[config.mk]
export PLATFORM = sky130hd
export DESIGN_NAME = ex_muldiv_seq
export DESIGN_NICKNAME = d
export VERILOG_FILES = /design/src/rtl/ex_muldiv_seq.sv
export SDC_FILE = /design/constraint.sdc
export NUM_CORES = 1
export LEC_CHECK = 0
export CELL_PAD_IN_SITES_DETAIL_PLACEMENT = 2
export CELL_PAD_IN_SITES_GLOBAL_PLACEMENT = 2
export CORE_MARGIN = 10
export CORE_UTILIZATION = 25
export DETAILED_ROUTE_END_ITERATION = 7
export PLACE_DENSITY = 0.68
export SLEW_MARGIN = 5
export SYNTH_ARGS = -nofsm -noshare
export SYNTH_HDL_FRONTEND = slang
export SYNTH_SLANG_ARGS = --single-unit
[constraint.sdc]
create_clock -name clk -period 4.7 [get_ports clk]
set_input_delay 0.47 -clock clk [delete_from_list [all_inputs] [get_ports clk]]
set_output_delay 0.47 -clock clk [all_outputs]
set_load 0.005 [all_outputs]
[src/rtl/ex_muldiv_seq.sv]
// ex_muldiv_seq: iterative RV32M multiply/divide unit that holds EX via stall while it iterates.
`timescale 1ns/1ps
module ex_muldiv_seq #(
  parameter int XLEN = 32
) (
  input  logic            clk,
  input  logic            rst,
  input  logic            req_valid,
  input  logic            flush,
  input  logic [2:0]      op,
  input  logic [XLEN-1:0] a,
  input  logic [XLEN-1:0] b,
  output logic            stall,
  output logic            busy,
  output logic            resp_valid,
  output logic [XLEN-1:0] result
);
  localparam int CW = $clog2(XLEN);
  localparam logic [CW-1:0] LAST = CW'(XLEN - 1);
  typedef enum logic [1:0] {IDLE, CALC, DONE} state_t;
  state_t state_q, state_d;
  logic [XLEN-1:0] m_q, m_d, res_q, res_d;
  logic [2*XLEN-1:0] p_q, p_d, p_nx, mp;
  logic [2:0] op_q, op_d;
  logic sq_q, sq_d, sr_q, sr_d;
  logic [CW-1:0] cnt_q, cnt_d;
  logic sa, sb, na, nb, special, ge;
  logic [XLEN-1:0] abs_a, abs_b, spec_res, diff, hi, lo, fin;
  logic [XLEN:0] add_s;
  always_comb begin
    sa = op[2] ? !op[0] : (op[1:0] != 2'b11);
    sb = op[2] ? !op[0] : !op[1];
    na = sa & a[XLEN-1];
    nb = sb & b[XLEN-1];
    abs_a = na ? -a : a;
    abs_b = nb ? -b : b;
    special = op[2] & ((b == '0) | (!op[0] & (a == {1'b1, {(XLEN-1){1'b0}}}) & (b == '1)));
    // overflow case: a is already the most-negative value, which is the DIV answer
    spec_res = (b == '0) ? (op[1] ? a : '1) : (op[1] ? '0 : a);
  end
  always_comb begin
    add_s = {1'b0, p_q[2*XLEN-1:XLEN]} + {1'b0, p_q[0] ? m_q : '0};
    ge = p_q[2*XLEN-1:XLEN-1] >= {1'b0, m_q};
    diff = p_q[2*XLEN-2:XLEN-1] - m_q;
    p_nx = op_q[2] ? (ge ? {diff, p_q[XLEN-2:0], 1'b1} : {p_q[2*XLEN-2:0], 1'b0})
                   : {add_s, p_q[XLEN-1:1]};
    mp = sq_q ? -p_nx : p_nx;
    hi = p_nx[2*XLEN-1:XLEN];
    lo = p_nx[XLEN-1:0];
    fin = !op_q[2] ? ((op_q[1:0] == 2'b00) ? mp[XLEN-1:0] : mp[2*XLEN-1:XLEN])
                   : (op_q[1] ? (sr_q ? -hi : hi) : (sq_q ? -lo : lo));
  end
  always_comb begin
    state_d = state_q;
    m_d = m_q;
    p_d = p_q;
    op_d = op_q;
    sq_d = sq_q;
    sr_d = sr_q;
    cnt_d = cnt_q;
    res_d = res_q;
    if (flush) state_d = IDLE;
    else if (state_q == IDLE && req_valid) begin
      if (special) begin
        res_d = spec_res;
        state_d = DONE;
      end else begin
        m_d = op[2] ? abs_b : abs_a;
        p_d = {{XLEN{1'b0}}, op[2] ? abs_a : abs_b};
        op_d = op;
        sq_d = na ^ nb;
        sr_d = na;
        cnt_d = '0;
        state_d = CALC;
      end
    end else if (state_q == CALC) begin
      p_d = p_nx;
      cnt_d = cnt_q + 1'b1;
      if (cnt_q == LAST) begin
        res_d = fin;
        state_d = DONE;
      end
    end else if (state_q == DONE) state_d = IDLE;
  end
  always_ff @(posedge clk or posedge rst) begin
    if (rst) begin
      state_q <= IDLE;
      m_q <= '0;
      p_q <= '0;
      op_q <= '0;
      sq_q <= 1'b0;
      sr_q <= 1'b0;
      cnt_q <= '0;
      res_q <= '0;
    end else begin
      state_q <= state_d;
      m_q <= m_d;
      p_q <= p_d;
      op_q <= op_d;
      sq_q <= sq_d;
      sr_q <= sr_d;
      cnt_q <= cnt_d;
      res_q <= res_d;
    end
  end
  assign stall = req_valid & (state_q != DONE) & !flush & !rst;
  assign busy = state_q != IDLE;
  assign resp_valid = (state_q == DONE) & !flush;
  assign result = res_q;
endmodule

=== Word-level counts from Yosys, hierarchy flattened ===
Index checks and enable logic that the tools add are counted.
W data, S select, Z words.

* Output and inout port bits: 35
* Flip-flop bits (word level): 140
* Word-level logic and storage cells: 90
* Input bits: 71

* Bitwise logic cells: 13
* Eq/ne operators: 10
* Order comparisons: 1
* Reductions and logical operators: 16
* Muxes and demuxes: 34
* $add $sub $neg: 8

{| class="wikitable"
|+ Operators with widths
! kind !! number
|-
| $mux W32 || 17
|-
| $mux W64 || 6
|-
| $neg A32 Y32 || 4
|-
| $eq A32 B32 Y1 const B || 2
|-
| $neg A64 Y64 || 1
|-
| $add A32 B32 Y33 || 1
|-
| $ge A33 B32 Y1 || 1
|-
| $logic_not A32 Y1 || 1
|-
| $sub A32 B32 Y32 || 1
|-
| $mux W5 || 3
|-
| $mux W2 || 6
|-
| $and A1 B1 Y1 || 9
|-
| $ne A2 B2 Y1 const B || 4
|-
| $reduce_and A3 Y1 || 2
|-
| $reduce_bool A2 Y1 || 3
|-
| $add A5 B1 Y5 const B || 1
|-
| $eq A5 B5 Y1 const B || 1
|-
| $logic_not A1 Y1 || 4
|-
| $logic_not A2 Y1 || 2
|-
| $ne A4 B3 Y1 const B || 1
|-
| $reduce_and A4 Y1 || 1
|-
| $reduce_bool A4 Y1 || 1
|-
| $eq A2 B1 Y1 const B || 1
|-
| $eq A2 B2 Y1 const B || 1
|-
| 6 further kinds || 8
|}

=== Longest topological paths before layout ===
* Depth in word-level cells: 10
* Depth in mapped cells: 23
* Mapped depth without buffers: 21

=== Least setup slack after synthesis ===
Ideal clock, no wire load.

* Kind: flip-flop to flip-flop
* From: register p_q[37]
* To: register res_q[30] (netlist: result[30])
* Setup slack: -486 ps
* Period minus slack after synthesis: 5186 ps
* Setup time: 131 ps
* Required time: 4569 ps
* Path buffers: 5
* Data arrival time: 5055 ps
* Cell stages (with the launch flop): 22
* Cell sequence: dfrtp_1 > ha_1 > buf_2 > nand4_1 > nor4_2 > a41oi_1 > o221a_2 > nand2_2 > buf_2 > buf_1 > mux2_2 > a21oi_1 > ha_1 > clkbuf_1 > o211ai_1 > a211oi_1 > and2_1 > buf_2 > nand2_1 > or3_1 > o311ai_1 > a31oi_1

* Word-level cells in the longest chain between the ends: 10
* Elaborated cells on any way between the ends: 17
* Classes of those cells: add/sub: 5; order compare: 1; mux: 11

{| class="wikitable"
|+ Ends and longest elaborated chain
! what !! line !! text
|-
| start, declared || 23 || <nowiki>logic [2*XLEN-1:0] p_q, p_d, p_nx, mp;</nowiki>
|-
| start signal, assigned || 98 || <nowiki>p_q <= p_d;</nowiki>
|-
| $sub A32 B32 Y32 / $ge A33 B32 Y1 (equally long branches) || 44, 43 ||
|-
| $mux W64 || 45 || <nowiki>p_nx = op_q[2] ? (ge ? {diff, p_q[XLEN-2:0], 1'b1} : {p_q[2*XLEN-2:0], 1'b0})</nowiki>
|-
| $mux W64 (*) || 45 ||
|-
| $neg A64 Y64 / $neg A32 Y32 (equally long branches) || 47, 51 ||
|-
| $mux W64 / $mux W32 (equally long branches) || 47, 51 ||
|-
| $mux W32 (on tied branches) || 50, 51 ||
|-
| $mux W32 (*) || 50 || <nowiki>fin = !op_q[2] ? ((op_q[1:0] == 2'b00) ? mp[XLEN-1:0] : mp[2*XLEN-1:XLEN])</nowiki>
|-
| $mux W32 (*) || 79 || <nowiki>if (cnt_q == LAST) begin</nowiki>
|-
| $mux W32 (*) || 76 || <nowiki>end else if (state_q == CALC) begin</nowiki>
|-
| $mux W32 (*) || 63 || <nowiki>else if (state_q == IDLE && req_valid) begin</nowiki>
|-
| end signal, assigned || 103 || <nowiki>res_q <= res_d;</nowiki>
|-
| end, declared || 22 || <nowiki>logic [XLEN-1:0] m_q, m_d, res_q, res_d;</nowiki>
|}

Every way passes the cells marked *; elsewhere a longest branch is shown, timed or not. The select of a mux whose other input is x is not followed.
A chain may end at the register's enable or synchronous reset.

=== Worst setup path in the final report ===
* From: register m_q[0]
* To: register res_q[29] (netlist: result[29])

* Word-level cells in the longest chain between the ends: 10
* Elaborated cells on any way between the ends: 18
* Classes of those cells: add/sub: 5; order compare: 1; mux: 12

{| class="wikitable"
|+ Ends and longest elaborated chain
! what !! line !! text
|-
| start, declared || 22 ||
|-
| start signal, assigned || 97 || <nowiki>m_q <= m_d;</nowiki>
|-
| $mux W32 (tied with other cells) || 42 || <nowiki>add_s = {1'b0, p_q[2*XLEN-1:XLEN]} + {1'b0, p_q[0] ? m_q : '0};</nowiki>
|-
| $add A32 B32 Y33 / $mux W64 (equally long branches) || 42, 45 ||
|-
| $mux W64 (*) || 45 ||
|-
| $neg A64 Y64 / $neg A32 Y32 (equally long branches) || 47, 51 ||
|-
| $mux W64 / $mux W32 (equally long branches) || 47, 51 ||
|-
| $mux W32 (on tied branches) || 50, 51 ||
|-
| $mux W32 (*) || 50 ||
|-
| $mux W32 (*) || 79 ||
|-
| $mux W32 (*) || 76 ||
|-
| $mux W32 (*) || 63 ||
|}

Marks and branches as above.

==> impl_metrics.prom <==
# TYPE chip_impl_metric gauge
chip_impl_info{name="run_status",value="complete, but fails checks"} 1
chip_impl_info{name="failed_checks",value="negative setup slack"} 1
chip_impl_metric{name="syn-instance-count",unit=""} 2244
chip_impl_metric{name="fin_worst_hold_slack",unit="ns"} 0.489
chip_impl_metric{name="synth_compound_gate_area_share",unit=""} 0.313
chip_impl_metric{name="place.gp.congestion",unit=""} 0.984
chip_impl_metric{name="io_buffer_count",unit=""} 105
chip_impl_info{name="netlist.top_cell.by_area",value="sky130_fd_sc_hd__dfrtp_1"} 1
chip_impl_metric{name="final_cells",unit=""} 3456
chip_impl_metric{name="first_pass_grt_wire_length",unit="um"} 141000
chip_impl_metric{name="async_reset_ff_frac",unit=""} 1.00
chip_impl_metric{name="initialDrtViolationCount",unit=""} 1853
chip_impl_metric{name="final.period_utilization",unit=""} 1.01
chip_impl_metric{name="cap_violations",unit=""} 0
chip_impl_metric{name="layout_setup_ws",unit="ns"} -0.0346
chip_impl_metric{name="synth_enable_flop_cells",unit=""} 0
chip_impl_info{name="cts.root.buffer_cell",value="sky130_fd_sc_hd__clkbuf_16"} 1
chip_impl_info{name="postSynth.topFlopCell",value="sky130_fd_sc_hd__dfrtp_1"} 1
chip_impl_metric{name="crit_required",unit="ns"} 5.07
chip_impl_metric{name="finalClockSkew",unit="ns"} 0.0189
chip_impl_metric{name="finalSetupViolations",unit=""} 4
chip_impl_metric{name="ioPinCount",unit=""} 106
chip_impl_metric{name="grt.overflow.total",unit=""} 0
chip_impl_metric{name="ys_types",unit=""} 97
chip_impl_info{name="nature_of_the_critical_path_startpoint",value="flip-flop"} 1
chip_impl_info{name="netlist_top_cells_area",value="sky130_fd_sc_hd__dfrtp_1 (21%), sky130_fd_sc_hd__o21ai_0 (6.9%), sky130_fd_sc_hd__a21oi_1 (6.9%), sky130_fd_sc_hd__nand2_1 (5.7%), sky130_fd_sc_hd__ha_1 (5.7%)"} 1
chip_impl_metric{name="final_antenna_net_count",unit=""} 0
chip_impl_metric{name="cp_max_fo",unit=""} 6
chip_impl_info{name="crit_path_end_kind",value="flip-flop"} 1
chip_impl_metric{name="placementRows",unit=""} 93
chip_impl_metric{name="muxShareOfSynthArea",unit=""} 0.0401
chip_impl_metric{name="tritoncts_buffers",unit=""} 17
chip_impl_metric{name="mapped_cell_area",unit="um2"} 16400
chip_impl_info{name="largest_family_of_logic_cells_by_synthesized_area",value="compound AO/OA/AOI/OAI gates"} 1
chip_impl_info{name="worstHoldPathType",value="reg2reg"} 1
chip_impl_metric{name="synth-simple-area-share",unit=""} 0.231
chip_impl_metric{name="grt_usage",unit=""} 0.248
chip_impl_metric{name="preCtsSetupSlack",unit="ns"} -0.273
chip_impl_metric{name="dpl.hpwl",unit="um"} 78700
chip_impl_metric{name="clock-sinks",unit=""} 140
chip_impl_metric{name="clk_pin_slew_worst_paths",unit="ns"} 0.07
chip_impl_metric{name="slew_headroom",unit=""} 0.129
chip_impl_metric{name="initial_utilization",unit=""} 0.253
chip_impl_metric{name="final_net_count",unit=""} 2734
chip_impl_metric{name="chipHeight",unit="um"} 276
chip_impl_metric{name="drv_slew",unit=""} 0
chip_impl_info{name="rsz0062_at_grt",value="yes"} 1
chip_impl_metric{name="ys.warnings.count",unit=""} 0
chip_impl_metric{name="seq_area_frac_synth",unit=""} 0.214
chip_impl_metric{name="timing_hold_violations_final",unit=""} 0
chip_impl_info{name="mostFrequentLayoutCells",value="sky130_fd_sc_hd__buf_4 (343), sky130_fd_sc_hd__nand2_1 (243), sky130_fd_sc_hd__a21oi_1 (217)"} 1
chip_impl_metric{name="pin_count_of_the_biggest_net_entering_global_routing",unit=""} 107
chip_impl_metric{name="final_util",unit=""} 0.341
chip_impl_metric{name="dieArea",unit="um2"} 76100
chip_impl_metric{name="post_synth_xor_area_fraction",unit=""} 0.0883
chip_impl_info{name="most_common_cell_after_layout_fill_and_taps_aside",value="sky130_fd_sc_hd__buf_4"} 1
chip_impl_metric{name="dieWidth",unit="um"} 276
chip_impl_metric{name="power",unit="mW"} 15.2
chip_impl_metric{name="final.fill_count",unit=""} 7523
chip_impl_metric{name="design.core.area",unit="um2"} 64700
chip_impl_metric{name="netlist.area_leader.share",unit=""} 0.214
chip_impl_metric{name="area_growth",unit="%"} 34.7
chip_impl_metric{name="final.min_clock_period",unit="ns"} 4.73
chip_impl_metric{name="drt_wl_cell",unit="um"} 28.6
chip_impl_metric{name="postSynthRegisterBits",unit=""} 140
chip_impl_metric{name="total_number_of_h_tree_levels",unit=""} 4
chip_impl_metric{name="cts.hold.buffers_added",unit=""} 0
chip_impl_metric{name="vdd_drop_max",unit="uV"} 405
chip_impl_metric{name="tightestPinTransition",unit="ns"} 1.30
chip_impl_metric{name="syn_nets",unit=""} 2391
chip_impl_info{name="worst_setup_path_category",value="reg2reg"} 1
chip_impl_metric{name="route.final.wire_length",unit="um"} 99000
chip_impl_metric{name="post_route_cells_drive_above_1_share",unit=""} 0.218
chip_impl_metric{name="antenna_found_initial",unit=""} 12
chip_impl_metric{name="synthAdderAreaFrac",unit=""} 0.0602
chip_impl_metric{name="routed_via_density",unit=""} 5.81
chip_impl_metric{name="routed-via-count",unit=""} 20100
chip_impl_metric{name="dp.cells",unit=""} 3394
chip_impl_metric{name="first_global_vias",unit=""} 20900
chip_impl_metric{name="detail_route.drc_violations",unit=""} 0
chip_impl_metric{name="clock_latency_at_the_later_pin_of_the_worst_skew_pair",unit="ns"} 0.50
chip_impl_metric{name="maximum_buffer_depth_of_the_clock_tree",unit=""} 2
chip_impl_metric{name="postSynthAreaPerCell",unit="um2"} 7.30
chip_impl_metric{name="power.density",unit="nW/um2"} 688
chip_impl_metric{name="firstDrtPassIters",unit=""} 6
chip_impl_info{name="cts_tree",value="yes"} 1
chip_impl_metric{name="achievable-frequency",unit="MHz"} 211
chip_impl_metric{name="total_leakage_power",unit="nW"} 9.13
chip_impl_metric{name="critical_path_arrival",unit="ns"} 5.10
==> cells in the mapped netlist (all sizes together) (17+ instances only) <==
| cell type | count |
|---|---|
| nand2b | 17 |
| nor4 | 18 |
| a31oi | 41 |
| and2 | 45 |
| and3 | 18 |
| buf | 48 |
| or3 | 26 |
| or4 | 18 |
| xnor2 | 99 |
| mux2i | 51 |
| nand4 | 27 |
| o211ai | 27 |
| o21ai | 235 |
| clkbuf | 90 |
| a211oi | 37 |
| a21o | 23 |
| nor2 | 192 |
| a21oi | 227 |
| inv | 79 |
| o31ai | 31 |
| nor3 | 52 |
| a22o | 20 |
| nand3 | 47 |
| xor2 | 66 |
| nand2 | 249 |
| ha | 74 |
| dfrtp | 140 |
==> worst max-delay path, stage by stage (launching register included) <==
cell and delay [ns]:
sky130_fd_sc_hd__dfrtp_1 0.37, sky130_fd_sc_hd__buf_4 0.14, sky130_fd_sc_hd__ha_4 0.13, sky130_fd_sc_hd__inv_1 0.05, sky130_fd_sc_hd__fa_2 0.35, sky130_fd_sc_hd__a21o_1 0.19, sky130_fd_sc_hd__a221o_2 0.46, sky130_fd_sc_hd__a22oi_2 0.29
sky130_fd_sc_hd__buf_4 0.19, sky130_fd_sc_hd__a31oi_1 0.13, sky130_fd_sc_hd__or3_1 0.36, sky130_fd_sc_hd__a311o_1 0.31, sky130_fd_sc_hd__and2_1 0.20, sky130_fd_sc_hd__nor4_4 0.34, sky130_fd_sc_hd__buf_4 0.19, sky130_fd_sc_hd__nand4b_1 0.08
sky130_fd_sc_hd__buf_4 0.16, sky130_fd_sc_hd__or4_1 0.45, sky130_fd_sc_hd__o21ai_0 0.11, sky130_fd_sc_hd__a211oi_1 0.09
==> sequential cells by signal, indices dropped and copies added, names as in the netlist <==
register and count:
cnt_q 5, m_q 32, op_q 3, p_q 64, result 32, sq_q 1, sr_q 1, state_q 2
==> through the flow <==
stage                     TNS [ns]  area [um2]
after global routing         -1.33       22000
after detailed placement     -2.29       20600
after global placement      -0.618       20600
after CTS                        0       21300
final                      -0.0871       22000
after floorplan           -0.00927       16400
==> metal layers <==
metal  global-route usage  share of wire  vias up
met3               0.0446          0.062      156
met5                    0        0.00027        -
met1                0.326           0.44    10300
li1                     -              -     8916
met2                0.401           0.46      670
met4               0.0912          0.040        4
==> power by group <==
part,internal (mW),switching (mW)
Sequential,1.53,0.390
Combinational,4.67,7.19
Clock,0.734,0.668
Total,6.93,8.24
==> final timing paths <==
check | start | to | slack (ns) | cells past startpoint
setup / recovery | m_q[0]$_DFFE_PP0P_ | result[29]$_DFFE_PP0P_ | -0.03 | 19
hold / removal | cnt_q[4]$_DFFE_PP0P_ | cnt_q[4]$_DFFE_PP0P_ | 0.49 | 2
setup reg to reg | m_q[0]$_DFFE_PP0P_ | result[29]$_DFFE_PP0P_ | -0.03 | 19
hold reg to reg | cnt_q[4]$_DFFE_PP0P_ | cnt_q[4]$_DFFE_PP0P_ | 0.49 | 2
max in group asynchronous | rst | p_q[55]$_DFFE_PP0P_ | 3.24 | 3
min in group asynchronous | rst | result[2]$_DFFE_PP0P_ | 0.60 | 2
==> logic make-up after synthesis <==
group / count (synthesis)
adder cells (fa/ha/maj): 78
multiplexers: 64
AO/OA/AOI/OAI: 808
buffers and inverters: 218
XOR/XNOR: 165
AND/OR/NAND/NOR: 771
flip-flops: 140
==> cell type report <==
cell class,instances,area (um2),share of cell area
Clock buffer,21,480,0.0218
Antenna cell,1,2.50,0.000114
Timing Repair Buffer,462,3860,0.175
Tap cell,855,1070,0.0485
Clock inverter,11,85.1,0.00386
Multi-Input combinational cell,1886,12700,0.577
Inverter,80,305,0.0138
Sequential cell,140,3510,0.159
==> what timing repair did <==
action                     in CTS  in global routing
gates resized for setup        32                126
setup buffers                   3                 26
setup endpoints to repair      21                 28
pin swaps                       7                 43
hold endpoints to repair        0                  0
Note: power is estimated with default switching activity, not from simulation.
